<file path="src/rtl/cpu_pkg.sv">
// Shared decode definitions for the CPU pipeline slices: opcodes, the
// IF/ID reset instruction, the ID/EX bundle and read-port usage.
package cpu_pkg;

    localparam logic [3:0] OP_ADD  = 4'h0;
    localparam logic [3:0] OP_SUB  = 4'h1;
    localparam logic [3:0] OP_AND  = 4'h2;
    localparam logic [3:0] OP_OR   = 4'h3;
    localparam logic [3:0] OP_SLL  = 4'h4;
    localparam logic [3:0] OP_SRL  = 4'h5;
    localparam logic [3:0] OP_SRA  = 4'h6;
    localparam logic [3:0] OP_ADDI = 4'h7;
    localparam logic [3:0] OP_LW   = 4'h8;
    localparam logic [3:0] OP_SW   = 4'h9;
    localparam logic [3:0] OP_LHB  = 4'hA;
    localparam logic [3:0] OP_LLB  = 4'hB;
    localparam logic [3:0] OP_B    = 4'hC;
    localparam logic [3:0] OP_CALL = 4'hD;
    localparam logic [3:0] OP_RET  = 4'hE;
    localparam logic [3:0] OP_HLT  = 4'hF;

    // Loaded into IF/ID on reset/flush; only ever decoded with valid=0.
    localparam logic [15:0] NOP_INSTR = 16'hF000;

    typedef struct packed {
        logic reg_write;
        logic mem_read;
        logic mem_write;
        logic branch;
        logic call;
        logic ret;
        logic halt;
    } ctrl_t;

    typedef struct packed {
        logic        valid;
        logic [15:0] pc_inc;
        logic [3:0]  op;
        logic [3:0]  rd;
        logic [3:0]  src1;
        logic [3:0]  src2;
        logic [15:0] rs_data;
        logic [15:0] rt_data;
        logic [15:0] imm;
        logic [2:0]  cond;
        ctrl_t       ctrl;
    } idex_t;

    // Bit 0: opcode really consumes read port 1; bit 1: read port 2.
    // Used by the load-use detector so unused ports never cause a stall.
    function automatic logic [1:0] read_port_usage(input logic [3:0] op);
        logic [1:0] use_ports;
        use_ports = 2'b00;
        case (op)
            OP_ADD, OP_SUB, OP_AND, OP_OR, OP_SW: use_ports = 2'b11;
            OP_SLL, OP_SRL, OP_SRA, OP_ADDI, OP_LW,
            OP_LHB, OP_LLB, OP_RET:               use_ports = 2'b01;
            default:                              use_ports = 2'b00;
        endcase
        return use_ports;
    endfunction

endpackage

</file>
<file path="src/rtl/id_slice_if.sv">
// Bus between the decode slice and its neighbours: fetch inputs, writeback
// port, fetch stall and the registered ID/EX bundle.
interface id_slice_if;
    logic [15:0] PC_inc;
    logic [15:0] instr;
    logic        flush;
    logic        wb_en;
    logic [3:0]  wb_addr;
    logic [15:0] wb_data;
    logic        stall;
    logic        ex_valid;
    logic [15:0] ex_pc_inc;
    logic [3:0]  ex_op;
    logic [3:0]  ex_rd;
    logic [3:0]  ex_src1;
    logic [3:0]  ex_src2;
    logic [15:0] ex_rs_data;
    logic [15:0] ex_rt_data;
    logic [15:0] ex_imm;
    logic [2:0]  ex_cond;
    logic        ex_reg_write;
    logic        ex_mem_read;
    logic        ex_mem_write;
    logic        ex_branch;
    logic        ex_call;
    logic        ex_ret;
    logic        ex_halt;

    modport master (
        output PC_inc, instr, flush, wb_en, wb_addr, wb_data,
        input  stall, ex_valid, ex_pc_inc, ex_op, ex_rd, ex_src1, ex_src2,
               ex_rs_data, ex_rt_data, ex_imm, ex_cond, ex_reg_write,
               ex_mem_read, ex_mem_write, ex_branch, ex_call, ex_ret, ex_halt
    );

    modport slave (
        input  PC_inc, instr, flush, wb_en, wb_addr, wb_data,
        output stall, ex_valid, ex_pc_inc, ex_op, ex_rd, ex_src1, ex_src2,
               ex_rs_data, ex_rt_data, ex_imm, ex_cond, ex_reg_write,
               ex_mem_read, ex_mem_write, ex_branch, ex_call, ex_ret, ex_halt
    );
endinterface

</file>
<file path="src/rtl/regfile16.sv">
// 16 x 16-bit register file: R0 hardwired to zero, two combinational read
// ports with write-through from the writeback port, synchronous reset.
module regfile16 (
    input  logic        clk,
    input  logic        rst,
    input  logic [3:0]  raddr1,
    output logic [15:0] rdata1,
    input  logic [3:0]  raddr2,
    output logic [15:0] rdata2,
    input  logic        wen,
    input  logic [3:0]  waddr,
    input  logic [15:0] wdata
);

    logic [15:0] mem [16];

    // Clear everything on reset; otherwise commit writeback, ignoring R0.
    always_ff @(posedge clk) begin
        if (rst) begin
            for (int i = 0; i < 16; i++) begin
                mem[i] <= '0;
            end
        end else if (wen && (waddr != 4'd0)) begin
            mem[waddr] <= wdata;
        end
    end

    // Read ports: R0 reads zero, a same-cycle write to the address wins.
    always_comb begin
        rdata1 = mem[raddr1];
        rdata2 = mem[raddr2];
        if (raddr1 == 4'd0) begin
            rdata1 = '0;
        end else if (wen && (waddr == raddr1)) begin
            rdata1 = wdata;
        end
        if (raddr2 == 4'd0) begin
            rdata2 = '0;
        end else if (wen && (waddr == raddr2)) begin
            rdata2 = wdata;
        end
    end

endmodule

</file>
<file path="src/rtl/id_slice.sv">
// Instruction-decode stage: IF/ID register, decoder, register file read,
// load-use / halt stall generation and the registered ID/EX bundle.
module id_slice #(
    parameter logic [15:0] NOP_INSTR = cpu_pkg::NOP_INSTR
) (
    input  logic    clk,
    input  logic    rst,
    id_slice_if.slave bus
);
    import cpu_pkg::*;

    logic [15:0] ifid_instr;
    logic [15:0] ifid_pc;
    logic        ifid_valid;
    logic        halted;
    idex_t       idex;
    idex_t       dec;

    logic [3:0]  op;
    logic [3:0]  rd_field;
    logic [3:0]  rs_field;
    logic [3:0]  rt_field;
    logic [3:0]  raddr1;
    logic [3:0]  raddr2;
    logic [15:0] rdata1;
    logic [15:0] rdata2;
    logic [1:0]  ports;
    logic        load_use;
    logic        stall;

    assign op       = ifid_instr[15:12];
    assign rd_field = ifid_instr[11:8];
    assign rs_field = ifid_instr[7:4];
    assign rt_field = ifid_instr[3:0];

    // Read-port address selection: LHB/LLB read rd, RET reads R15, SW
    // stores rd through port 2.
    always_comb begin
        raddr1 = rs_field;
        raddr2 = rt_field;
        if ((op == OP_LHB) || (op == OP_LLB)) begin
            raddr1 = rd_field;
        end else if (op == OP_RET) begin
            raddr1 = 4'hF;
        end
        if (op == OP_SW) begin
            raddr2 = rd_field;
        end
    end

    regfile16 u_regfile (
        .clk    (clk),
        .rst    (rst),
        .raddr1 (raddr1),
        .rdata1 (rdata1),
        .raddr2 (raddr2),
        .rdata2 (rdata2),
        .wen    (bus.wb_en),
        .waddr  (bus.wb_addr),
        .wdata  (bus.wb_data)
    );

    // Load-use hazard and stall: flush always overrides, halt is sticky.
    always_comb begin
        ports    = read_port_usage(op);
        load_use = idex.valid && (idex.op == OP_LW) && (idex.rd != 4'd0) && ifid_valid &&
                   ((ports[0] && (raddr1 == idex.rd)) || (ports[1] && (raddr2 == idex.rd)));
        stall    = !bus.flush && (halted || load_use);
    end

    // Decoder: an invalid IF/ID entry produces an all-zero bubble.
    always_comb begin
        dec = '0;
        if (ifid_valid) begin
            dec.valid   = 1'b1;
            dec.pc_inc  = ifid_pc;
            dec.op      = op;
            dec.rd      = (op == OP_CALL) ? 4'hF : rd_field;
            dec.src1    = raddr1;
            dec.src2    = raddr2;
            dec.rs_data = rdata1;
            dec.rt_data = rdata2;
            dec.cond    = ifid_instr[11:9];
            case (op)
                OP_ADDI, OP_LW, OP_SW:  dec.imm = {{12{ifid_instr[3]}}, ifid_instr[3:0]};
                OP_SLL, OP_SRL, OP_SRA: dec.imm = {12'b0, ifid_instr[3:0]};
                OP_LHB, OP_LLB:         dec.imm = {8'b0, ifid_instr[7:0]};
                OP_B:                   dec.imm = {{7{ifid_instr[8]}}, ifid_instr[8:0]};
                OP_CALL:                dec.imm = {{4{ifid_instr[11]}}, ifid_instr[11:0]};
                default:                dec.imm = '0;
            endcase
            case (op)
                OP_ADD, OP_SUB, OP_AND, OP_OR, OP_SLL, OP_SRL, OP_SRA, OP_ADDI,
                OP_LW, OP_LHB, OP_LLB, OP_CALL: dec.ctrl.reg_write = (dec.rd != 4'd0);
                default:                        dec.ctrl.reg_write = 1'b0;
            endcase
            dec.ctrl.mem_read  = (op == OP_LW);
            dec.ctrl.mem_write = (op == OP_SW);
            dec.ctrl.branch    = (op == OP_B);
            dec.ctrl.call      = (op == OP_CALL);
            dec.ctrl.ret       = (op == OP_RET);
            dec.ctrl.halt      = (op == OP_HLT);
        end
    end

    // IF/ID register: squashed on reset/flush, held while stalled.
    always_ff @(posedge clk) begin
        if (rst || bus.flush) begin
            ifid_instr <= NOP_INSTR;
            ifid_pc    <= '0;
            ifid_valid <= 1'b0;
        end else if (!stall) begin
            ifid_instr <= bus.instr;
            ifid_pc    <= bus.PC_inc;
            ifid_valid <= 1'b1;
        end
    end

    // ID/EX register: bubble on reset, flush or stall, else the decode.
    always_ff @(posedge clk) begin
        if (rst || bus.flush || stall) begin
            idex <= '0;
        end else begin
            idex <= dec;
        end
    end

    // Sticky halt flag, set when a real HLT moves into ID/EX.
    always_ff @(posedge clk) begin
        if (rst) begin
            halted <= 1'b0;
        end else if (!bus.flush && !stall && dec.valid && dec.ctrl.halt) begin
            halted <= 1'b1;
        end
    end

    assign bus.stall        = stall;
    assign bus.ex_valid     = idex.valid;
    assign bus.ex_pc_inc    = idex.pc_inc;
    assign bus.ex_op        = idex.op;
    assign bus.ex_rd        = idex.rd;
    assign bus.ex_src1      = idex.src1;
    assign bus.ex_src2      = idex.src2;
    assign bus.ex_rs_data   = idex.rs_data;
    assign bus.ex_rt_data   = idex.rt_data;
    assign bus.ex_imm       = idex.imm;
    assign bus.ex_cond      = idex.cond;
    assign bus.ex_reg_write = idex.ctrl.reg_write;
    assign bus.ex_mem_read  = idex.ctrl.mem_read;
    assign bus.ex_mem_write = idex.ctrl.mem_write;
    assign bus.ex_branch    = idex.ctrl.branch;
    assign bus.ex_call      = idex.ctrl.call;
    assign bus.ex_ret       = idex.ctrl.ret;
    assign bus.ex_halt      = idex.ctrl.halt;

endmodule

</file>
<file path="src/flat_wrapper.sv">
// flat-port wrapper written by rule: the top's interface ports become plain ports
module id_slice_flat import cpu_pkg::*;
#(
    parameter logic [15:0] NOP_INSTR = cpu_pkg::NOP_INSTR
)
  (clk, rst, bus_PC_inc, bus_instr, bus_flush, bus_wb_en, bus_wb_addr, bus_wb_data, bus_stall, bus_ex_valid, bus_ex_pc_inc, bus_ex_op, bus_ex_rd, bus_ex_src1, bus_ex_src2, bus_ex_rs_data, bus_ex_rt_data, bus_ex_imm, bus_ex_cond, bus_ex_reg_write, bus_ex_mem_read, bus_ex_mem_write, bus_ex_branch, bus_ex_call, bus_ex_ret, bus_ex_halt);
  id_slice_if bus_i ();
  input  logic clk;
  input  logic rst;
  input wire logic [$bits(bus_i.PC_inc)-1:0] bus_PC_inc;
  input wire logic [$bits(bus_i.instr)-1:0] bus_instr;
  input wire logic [$bits(bus_i.flush)-1:0] bus_flush;
  input wire logic [$bits(bus_i.wb_en)-1:0] bus_wb_en;
  input wire logic [$bits(bus_i.wb_addr)-1:0] bus_wb_addr;
  input wire logic [$bits(bus_i.wb_data)-1:0] bus_wb_data;
  output wire logic [$bits(bus_i.stall)-1:0] bus_stall;
  output wire logic [$bits(bus_i.ex_valid)-1:0] bus_ex_valid;
  output wire logic [$bits(bus_i.ex_pc_inc)-1:0] bus_ex_pc_inc;
  output wire logic [$bits(bus_i.ex_op)-1:0] bus_ex_op;
  output wire logic [$bits(bus_i.ex_rd)-1:0] bus_ex_rd;
  output wire logic [$bits(bus_i.ex_src1)-1:0] bus_ex_src1;
  output wire logic [$bits(bus_i.ex_src2)-1:0] bus_ex_src2;
  output wire logic [$bits(bus_i.ex_rs_data)-1:0] bus_ex_rs_data;
  output wire logic [$bits(bus_i.ex_rt_data)-1:0] bus_ex_rt_data;
  output wire logic [$bits(bus_i.ex_imm)-1:0] bus_ex_imm;
  output wire logic [$bits(bus_i.ex_cond)-1:0] bus_ex_cond;
  output wire logic [$bits(bus_i.ex_reg_write)-1:0] bus_ex_reg_write;
  output wire logic [$bits(bus_i.ex_mem_read)-1:0] bus_ex_mem_read;
  output wire logic [$bits(bus_i.ex_mem_write)-1:0] bus_ex_mem_write;
  output wire logic [$bits(bus_i.ex_branch)-1:0] bus_ex_branch;
  output wire logic [$bits(bus_i.ex_call)-1:0] bus_ex_call;
  output wire logic [$bits(bus_i.ex_ret)-1:0] bus_ex_ret;
  output wire logic [$bits(bus_i.ex_halt)-1:0] bus_ex_halt;
  assign bus_i.PC_inc = bus_PC_inc;
  assign bus_i.instr = bus_instr;
  assign bus_i.flush = bus_flush;
  assign bus_i.wb_en = bus_wb_en;
  assign bus_i.wb_addr = bus_wb_addr;
  assign bus_i.wb_data = bus_wb_data;
  assign bus_stall = bus_i.stall;
  assign bus_ex_valid = bus_i.ex_valid;
  assign bus_ex_pc_inc = bus_i.ex_pc_inc;
  assign bus_ex_op = bus_i.ex_op;
  assign bus_ex_rd = bus_i.ex_rd;
  assign bus_ex_src1 = bus_i.ex_src1;
  assign bus_ex_src2 = bus_i.ex_src2;
  assign bus_ex_rs_data = bus_i.ex_rs_data;
  assign bus_ex_rt_data = bus_i.ex_rt_data;
  assign bus_ex_imm = bus_i.ex_imm;
  assign bus_ex_cond = bus_i.ex_cond;
  assign bus_ex_reg_write = bus_i.ex_reg_write;
  assign bus_ex_mem_read = bus_i.ex_mem_read;
  assign bus_ex_mem_write = bus_i.ex_mem_write;
  assign bus_ex_branch = bus_i.ex_branch;
  assign bus_ex_call = bus_i.ex_call;
  assign bus_ex_ret = bus_i.ex_ret;
  assign bus_ex_halt = bus_i.ex_halt;
  id_slice #(.NOP_INSTR(NOP_INSTR)) u_core (.clk(clk), .rst(rst), .bus(bus_i));
endmodule
</file>
<file path="config.mk">
export PLATFORM = sky130hd
export DESIGN_NAME = id_slice_flat
export DESIGN_NICKNAME = d
export VERILOG_FILES = /design/src/rtl/cpu_pkg.sv /design/src/rtl/id_slice_if.sv /design/src/rtl/regfile16.sv /design/src/rtl/id_slice.sv /design/src/flat_wrapper.sv
export SDC_FILE = /design/constraint.sdc
export NUM_CORES = 1
export LEC_CHECK = 0
export CORE_MARGIN = 2
export CORE_UTILIZATION = 63
export CTS_CLUSTER_DIAMETER = 200
export DETAILED_ROUTE_END_ITERATION = 7
export PLACE_DENSITY = 0.87
export RECOVER_POWER = 100
export SYNTH_ARGS = -nofsm -noshare
export SYNTH_HDL_FRONTEND = slang
export SYNTH_SLANG_ARGS = --single-unit
</file>
<file path="constraint.sdc">
create_clock -name clk -period 4.36 [get_ports clk]
set_input_delay 0.872 -clock clk [delete_from_list [all_inputs] [get_ports clk]]
set_output_delay 0.872 -clock clk [all_outputs]
set_load 0.05 [all_outputs]
</file>
==> results of run 1 <==
metal layers:
layer,vias up,part of all wire,GRT usage
li1,7009,-,-
met2,1320,0.45,0.6078
met4,0,0.078,0.2648
met3,302,0.12,0.07732
met1,7533,0.35,0.4771
met5,-,0,0
metrics by stage:
stage                     cells  setup WS (ns)  utilization
final                      2395         0.2990       0.7365
after global routing       2395         0.1901       0.7365
after CTS                  2395         0.4027       0.7400
after detailed placement   2323         0.7170       0.6982
after global placement     2323         0.7967       0.6982
after floorplan            1909         0.5931            -
worst paths after layout:
kind                         startpoint                          end  slack [ns]  depth (start not counted)
setup / recovery         bus_wb_addr[1]  u_core.u_regfile.mem[11][9]        0.30                          5
hold / removal        u_core.ifid_pc[8]            u_core.ifid_pc[8]        0.46                          2
setup reg to reg  u_core.ifid_instr[13]     u_core.bus.ex_rs_data[2]        0.43                          9
hold reg to reg       u_core.ifid_pc[8]            u_core.ifid_pc[8]        0.46                          2
synthesized netlist by cell type (3+ instances only):
cell type | count | area (µm²)
sky130_fd_sc_hd__nand2_1 | 265 | 994.7
sky130_fd_sc_hd__edfxtp_1 | 256 | 7687
sky130_fd_sc_hd__and2_1 | 230 | 1439
sky130_fd_sc_hd__clkbuf_1 | 137 | 514.2
sky130_fd_sc_hd__dfxtp_1 | 123 | 2462
sky130_fd_sc_hd__nand3_1 | 111 | 555.5
sky130_fd_sc_hd__and3_1 | 84 | 525.5
sky130_fd_sc_hd__o21ai_0 | 79 | 395.4
sky130_fd_sc_hd__nor2_1 | 68 | 255.2
sky130_fd_sc_hd__a211oi_1 | 66 | 495.5
sky130_fd_sc_hd__mux2i_1 | 51 | 510.5
sky130_fd_sc_hd__o22ai_1 | 47 | 294.0
sky130_fd_sc_hd__a21oi_1 | 38 | 190.2
sky130_fd_sc_hd__a31o_2 | 32 | 280.3
sky130_fd_sc_hd__nor3_1 | 32 | 160.2
sky130_fd_sc_hd__buf_2 | 23 | 115.1
sky130_fd_sc_hd__nand2b_1 | 23 | 143.9
sky130_fd_sc_hd__or2_2 | 23 | 143.9
sky130_fd_sc_hd__nor4_1 | 22 | 137.6
sky130_fd_sc_hd__a32oi_1 | 17 | 148.9
sky130_fd_sc_hd__a211o_1 | 16 | 140.1
sky130_fd_sc_hd__a31oi_1 | 16 | 100.1
sky130_fd_sc_hd__o211a_1 | 16 | 160.2
sky130_fd_sc_hd__a32o_1 | 15 | 150.1
sky130_fd_sc_hd__inv_1 | 12 | 45.04
sky130_fd_sc_hd__nand4_1 | 11 | 68.82
sky130_fd_sc_hd__nor2b_1 | 7 | 43.79
sky130_fd_sc_hd__buf_4 | 6 | 45.04
sky130_fd_sc_hd__buf_1 | 5 | 18.77
sky130_fd_sc_hd__buf_6 | 4 | 45.04
sky130_fd_sc_hd__nand3b_1 | 4 | 30.03
sky130_fd_sc_hd__o31ai_1 | 4 | 30.03
sky130_fd_sc_hd__a221oi_1 | 3 | 26.28
sky130_fd_sc_hd__mux2_2 | 3 | 33.78
sky130_fd_sc_hd__nor3b_1 | 3 | 22.52
sky130_fd_sc_hd__o2111ai_1 | 3 | 26.28
sky130_fd_sc_hd__xnor2_1 | 3 | 26.28
sequential cells by signal, indices dropped and copies added (netlist names), 2 cells and up:
register / count
u_core.bus.ex_cond: 3
u_core.bus.ex_imm: 12
u_core.bus.ex_op: 4
u_core.bus.ex_pc_inc: 16
u_core.bus.ex_rd: 4
u_core.bus.ex_rs_data: 16
u_core.bus.ex_rt_data: 16
u_core.bus.ex_src1: 4
u_core.bus.ex_src2: 4
u_core.ifid_instr: 16
u_core.ifid_pc: 16
u_core.ports: 2
u_core.u_regfile.mem: 256
final cells by class:
cell class                 count  area share
inverter                      12    0.002069
multi-input combinational   1342      0.3674
sequential                   379      0.4662
clock buffer                  54     0.05029
tap                          390     0.02241
timing repair buffer         200     0.08529
clock inverter                18    0.006379
power breakdown:
group	total (mW)	internal [mW]	switching [mW]
registers	4.12	4.01	0.106
clock network	3.25	1.83	1.41
logic	1.13	0.369	0.756
critical path, delay by kind of cell:
kind,cells,cell delay [ns]
buf+inv,2,1.62
simple gates,3,1.70
cell families after synthesis:
group / Yosys count / share of synthesized area
and+or+nand+nor: 895 / 0.2457
AOI/OAI and AO/OA: 370 / 0.1403
muxes: 57 / 0.03154
xor gates and xnor gates: 4 / 0.001859
other: 1 / 0.0001990
DFF: 379 / 0.5386
buffers and inverters: 188 / 0.04183
==> results.md, run 1 <==
- TritonCTS built the clock tree.
- Post-CTS repair changed the size of 0 cells.
- The fraction of the cycle the final worst path needs is 0.9314.
- Traced cell by cell, the critical path runs through dlygate4sd3_1, nand2_1, nor2_1, clkbuf_1, or2_0.
- In this run, post-CTS hold repair placed 0 buffers.
- The flow ran to the end, but the final reports show violations.
- For this run, the total global-route usage over all layers was measured as 0.3847.
- The timing-limited maximum frequency is 0.2462 GHz.
- The detailed router placed 16160 vias in this run.
- The die area is 0.03131 mm².
- The number of filler instances in the final layout is 2113.
- The worst setup path is launched from a primary input.
- The global-route wire length before repair is 90850 µm.
- The aggregate routed wire length is 60530 µm.
- In the layout the commonest cells are 264 x sky130_fd_sc_hd__nand2_1, 256 x sky130_fd_sc_hd__edfxtp_1, 144 x sky130_fd_sc_hd__and2_0.
- The kind of capture point of the worst setup path is a flop.
- The post-synthesis cell count is 1894.
- The total of flip-flops plus latches after synthesis is 379.
- The via count of the first global-routing pass is 15670.
- The power density normalized to cell area is 389.8 mW/mm².
- For this block, the initial DRC count from the detailed router was 2392.
- Subtracting the final worst setup slack from the clock period gives 4.061 ns.
- The worst clock skew is 0.01455 ns.
- Across the whole layout, storage elements account for 0.01015 mm².
- Yosys mapped the design onto 65 distinct sky130hd cell types.
- Relative to the synthesized area, the layout overhead comes to 15.52%.
- The number of antenna violations at the first check in global routing is 0.
- Each instance of the synthesized netlist takes up on average 9.950 µm².
- IR analysis of the VDD net gives a maximum drop of 0.3143 mV.
- Summed over all layers, the global routing overflow is 0.
- The count of nets left with antenna violations after detail routing is 0.
- The relative slew slack is -0.4260.
- The total setup buffers inserted after CTS is 0.
- The number of buffers added by the clock tree synthesis step is 40.
- Across the run, the number of max-cap violations was 6.
- The fraction of registers with async set/reset is 0.
- The setup TNS after final layout is 0 ns.
- The data required time of the critical path is 4.50 ns.
- The number of placement rows is 63.
- The number of endpoints with negative hold slack in the final report is 0.
- During synthesis, Yosys emitted a total of 0 warnings.
- The floorplan die height is 177.0 µm.
- In this run the cell area measured after placement is 0.02064 mm².
- Summing every instance area after synthesis gives 0.01885 mm².
- In the routed design, unresolved DRC markers number 1.
- For this run, the leading register cell type out of synthesis is sky130_fd_sc_hd__edfxtp_1.
- After detailed routing, the number of vias per cell comes to 6.749.
- In the final layout, the multi-input gates occupy 0.007998 mm².
- The clock sink count is 379.
- In this run the number of H-tree levels came out at 2.
- The I/O pin count is 148.
- After detailed routing, the average wire length per cell comes to 25.27 µm.
- After floorplanning, the core was sized to cover 0.02956 mm².
- The clock reaches the later pin of the worst-skew pair after 0.54 ns.
- The congestion estimate from routability-driven global placement came to 0.9441.
- The clock passes through at most 3 buffers.
- The final max-slew violation count came to 117.
- 0 antenna diodes ended up in the layout.
- On the critical path, the stage with the largest delay is an instance of sky130_fd_sc_hd__or2_0.
- The share of the Yosys chip area taken by registers is 0.5386.
- The finished cells cover 0.02177 mm².
- The checks that failed: design-rule violations, max-capacitance violations, max-slew violations.
- In this design, the stage delay of the slowest critical-path cell is 1.24 ns.
- The pin slew with the least headroom to its limit is 2.139 ns.
- The path type of the worst min-delay path is reg2reg.
- The initial standard-cell utilization of the core is 0.6375.
- The pin count of the biggest net entering global routing is 94.
- The horizontal die dimension is 177.0 µm.
- The leakage dissipation is 8.517 nW.
- The worst hold slack is 0.4592 ns.
- In this run the worst path has a maximum fanout of 16.
- The worst setup path category is in2reg.
- The clock tree root driver cell is sky130_fd_sc_hd__clkbuf_16.
- The number of detailed-routing iterations run before antenna repair is 8.
- Setup repair after global routing left no endpoint under its margin.
- The number of flops mapped to enable cells by yosys is 256.
- The most common library cell in the layout ignoring fill and taps is sky130_fd_sc_hd__nand2_1.
- The total power after layout is 8.487 mW.
- Of the cells placed in the final design, the portion with a size suffix greater than 1 is 0.07731.
- The net count reported at finish is 2031.
- The final HPWL from detailed placement is 37440 µm.
- The clock transition at the register clock pins on the worst setup and hold paths after CTS is 0.06 ns.
- Input and output buffers added on the ports amount to 147.
- Setup violations remaining at the end of the flow were counted as 0.
- Data arrives at the worst endpoint at 4.20 ns.
Note: power is estimated with default switching activity, not from simulation.
==> run 2, diff against run 1 <==
CTS_CLUSTER_DIAMETER = 40   (was 200)
==> run 2 against run 1 <==
The run ends with max-capacitance violations, max-slew violations left. Sequential cell count did not move. Critical path depth decreased by 2. Sequential power about the same. Sequential share of layout area down 1.0 points. Critical endpoint is now u_core.u_regfile.mem[4][11]. Largest power group is now the clock network.
==> results.md, run 2 (synthesis gave the netlist of run 1 again) <==
- The count of routing violations after the opening detailed-route iteration is 2339 (-2.2%).
- The number of placement rows is 63 (unchanged).
- Compared with the post-synthesis result, the final layout area differs by 18.05%.
- The top cell types in the final layout, fill and taps aside, are 264 x sky130_fd_sc_hd__nand2_1, 256 x sky130_fd_sc_hd__edfxtp_1, 146 x sky130_fd_sc_hd__and2_0.
- The net count reported at finish was 2039 (+0.39%).
- The final reports fail on max-capacitance violations, max-slew violations.
- The maximum single-stage delay on the critical path came to 1.64 ns (+0.40 ns).
- Traced cell by cell, the critical path runs through clkbuf_1, clkbuf_1, or2_0.
- The pin count of the biggest net entering global routing is 94 (unchanged).
- The final setup violation count is 0 (unchanged).
- The count of nets left with antenna violations after detail routing came to 0 (unchanged).
- The proportion of layout cells with a drive suffix above 1 is 0.08952 (+0.01221).
- The relative slew slack is -0.4972 (-0.07121).
- The number of detailed-routing iterations run before antenna repair came to 6 (-2).
- The total internal power was 6.965 mW (+12%).
- The clock period minus worst slack is 4.140 ns (+0.07882 ns).
- The total inserted antenna cells is 0 (unchanged).
- The final max-slew violation count came to 151 (+29%).
- The residual overflow from global routing is 0 (unchanged).
- The global-route wire length before repair was 92070 µm (+1.3%).
- The via count of the first global-routing pass is 15900 (+1.5%).
- The data required time of the critical path was 4.51 ns (about the same).
- The flow ran to the end, but the final reports show violations.
- The aggregate routed wire length is 61290 µm (+1.3%).
- The data arrival at the endpoint of the critical path was 4.29 ns (+0.09 ns).
- The routed via count divided by cell count is 6.771 (+0.32%).
- The critical path is of the in2reg type.
- The post-cts sizing count is 0 (unchanged).
- The number of buffers added by the clock tree synthesis step is 48 (+20%).
- The pin slew with the least headroom to its limit was 2.246 ns (+0.1068 ns).
- CTS placed an instance of sky130_fd_sc_hd__clkbuf_16 at the clock tree root.
- The DRC violation count after routing came to 0 (-1).
- The leakage dissipation is 8.738 nW (+2.6%).
- The final HPWL from detailed placement is 37440 µm (unchanged).
- The timing-limited maximum frequency came to 0.2416 GHz (-1.9%).
- The quantity of hold-fixing buffers added after cts is 0 (unchanged).
- Setup repair after global routing left no endpoint under its margin.
- The worst hold slack is 0.4616 ns (+0.002475 ns).
- The worst clock skew was 0.02659 ns (+0.01204 ns).
- The utilization after layout came to 0.7526 (+0.01608).
- The TritonCTS clock tree is yes.
- The clock transition at the register clock pins on the worst setup and hold paths after CTS is 0.06 ns (about the same).
- The met1 capacity usage during global routing is 0.4720 (-0.005054).
- The via count is 16330 (+1.0%).
- On the critical path the largest part of the delay comes from buffers and inverters.
- The per-cell routed wire length is 25.41 µm (+0.55%).
- The sequential group share of total power came to 0.436 (-0.049).
- The number of cells traversed by the worst register-to-register path is 9 (unchanged).
- The I/O pin count is 148 (unchanged).
- The cell with the largest stage delay on the worst path is sky130_fd_sc_hd__clkbuf_1.
- The total global routing track utilization is 0.3901 (+0.005412).
- The initial standard-cell utilization of the core came to 0.6375 (unchanged).
- The horizontal die dimension is 177.0 µm (unchanged).
- The worst hold path cell count is 2 (unchanged).
- The setup TNS after final layout is 0 ns (unchanged).
- The instance count on the critical path came to 3 (-2).
- The worst hold path belongs to the class reg2reg.
- The maximum buffer depth of the clock tree is 3 (unchanged).
- The net switching component of the power was 2.488 mW (+9.4%).
- The clock insertion delay at the later pin of the skew report came to 0.56 ns (+0.02 ns).
- The clock sink count is 379 (unchanged).
- The worst IR drop on VDD is 0.3639 mV (+16%).
- The power density normalized to cell area was 424.9 mW/mm² (+9.0%).
- The clock network fraction of total power is 0.445 (+0.063).
- The layer with the highest usage is met2.
- The total setup buffers inserted after CTS was 0 (unchanged).
- The number of antenna violations at the first check in global routing is 1 (+1).
- The number of endpoints with negative hold slack in the final report is 0 (unchanged).
- The highest fanout seen on the critical path was 31 (+15).
- The kind of start point of the critical path is a primary input.
- The switching power as a share of total power is 0.2632 (-0.004781).
- The power share of the combinational group is 0.120 (-0.013).
- The final RePlAce weighted congestion is 0.9441 (unchanged).
- The core footprint is 0.02956 mm² (unchanged).
- Ranked by flip-flop count, first place goes to u_core.u_regfile.mem.
- The max-capacitance violation count is 9 (+3).
- The number of flip-flops in the largest register came to 256 (unchanged).
- The most frequent cell on the critical path is sky130_fd_sc_hd__clkbuf_1.
- The fraction of the cycle the final worst path needs is 0.9495 (+0.01808).
- The number of buffers and inverters on the critical path is 2 (unchanged).
- The most common library cell in the layout ignoring fill and taps is sky130_fd_sc_hd__nand2_1.
- The H-tree depth is 2 (unchanged).
- The met2 global-route usage was 0.6208 (+0.01297).
- The global routing met3 resource utilization is 0.08763 (+0.01031).
- The floorplan die height is 177.0 µm (unchanged).
- The quantity of I/O buffers inserted on ports is 147 (unchanged).
- The worst setup path is captured at a flop.
- The die area is 0.03131 mm² (unchanged).
-- run 2: cell count changes in the layout (fill, tap and decap cells not counted), sizes merged --
cell and change:
bufinv +7, clkinv +1, inv +6, clkinvlp +3
-- run 2: power groups by stage --
stage / logic, mW / clock network, mW / registers [mW]
after detailed placement: 1.09 / 0 / 4.18
after global placement: 1.07 / 0 / 4.17
after floorplan: 0.671 / 0 / 4.17
after global routing: 1.18 / 4.36 / 4.13
after CTS: 1.10 / 4.20 / 4.11
final: 1.13 / 4.20 / 4.12
-- run 2: layer usage --
metal	routed length (µm)	vias up
met1	21060	7567
met2	27940	1407
met5	0	-
li1	-	7046
met4	4727	0
met3	7558	311
-- run 2: path summary, 6_finish.rpt --
path	from	end	slack, ns
setup / recovery	rst	u_core.u_regfile.mem[4][11]	0.22
hold / removal	u_core.ifid_pc[2]	u_core.ifid_pc[2]	0.46
setup reg to reg	u_core.ifid_instr[13]	u_core.bus.ex_rs_data[11]	0.46
hold reg to reg	u_core.ifid_pc[2]	u_core.ifid_pc[2]	0.46
-- run 2: area by class of cell --
cell class | count | area [µm²]
multi-input cells | 1342 | 7998
clock inverters | 35 | 455.4
well taps | 390 | 488.0
repair buffers | 200 | 1857
flip-flops and latches | 379 | 10150
inverters | 12 | 45.04
fillers | 2033 | 7313
clock buffers | 54 | 1254
-- run 2: worst min-delay path, stage by stage (launching register included) --
cell	delay, ns
sky130_fd_sc_hd__dfxtp_1	0.30
sky130_fd_sc_hd__nand2_1	0.05
sky130_fd_sc_hd__o21ai_0	0.06
-- run 2: per-stage QoR --
step | setup WS (ns) | cells | total power [mW] | instance area, µm²
after floorplan | 0.5931 | 1909 | 4.843 | 18900
after global placement | 0.7967 | 2323 | 5.240 | 20640
after detailed placement | 0.7170 | 2323 | 5.274 | 20640
after CTS | 0.4016 | 2412 | 9.416 | 22350
after global routing | 0.2034 | 2412 | 9.676 | 22250
final | 0.2202 | 2412 | 9.453 | 22250
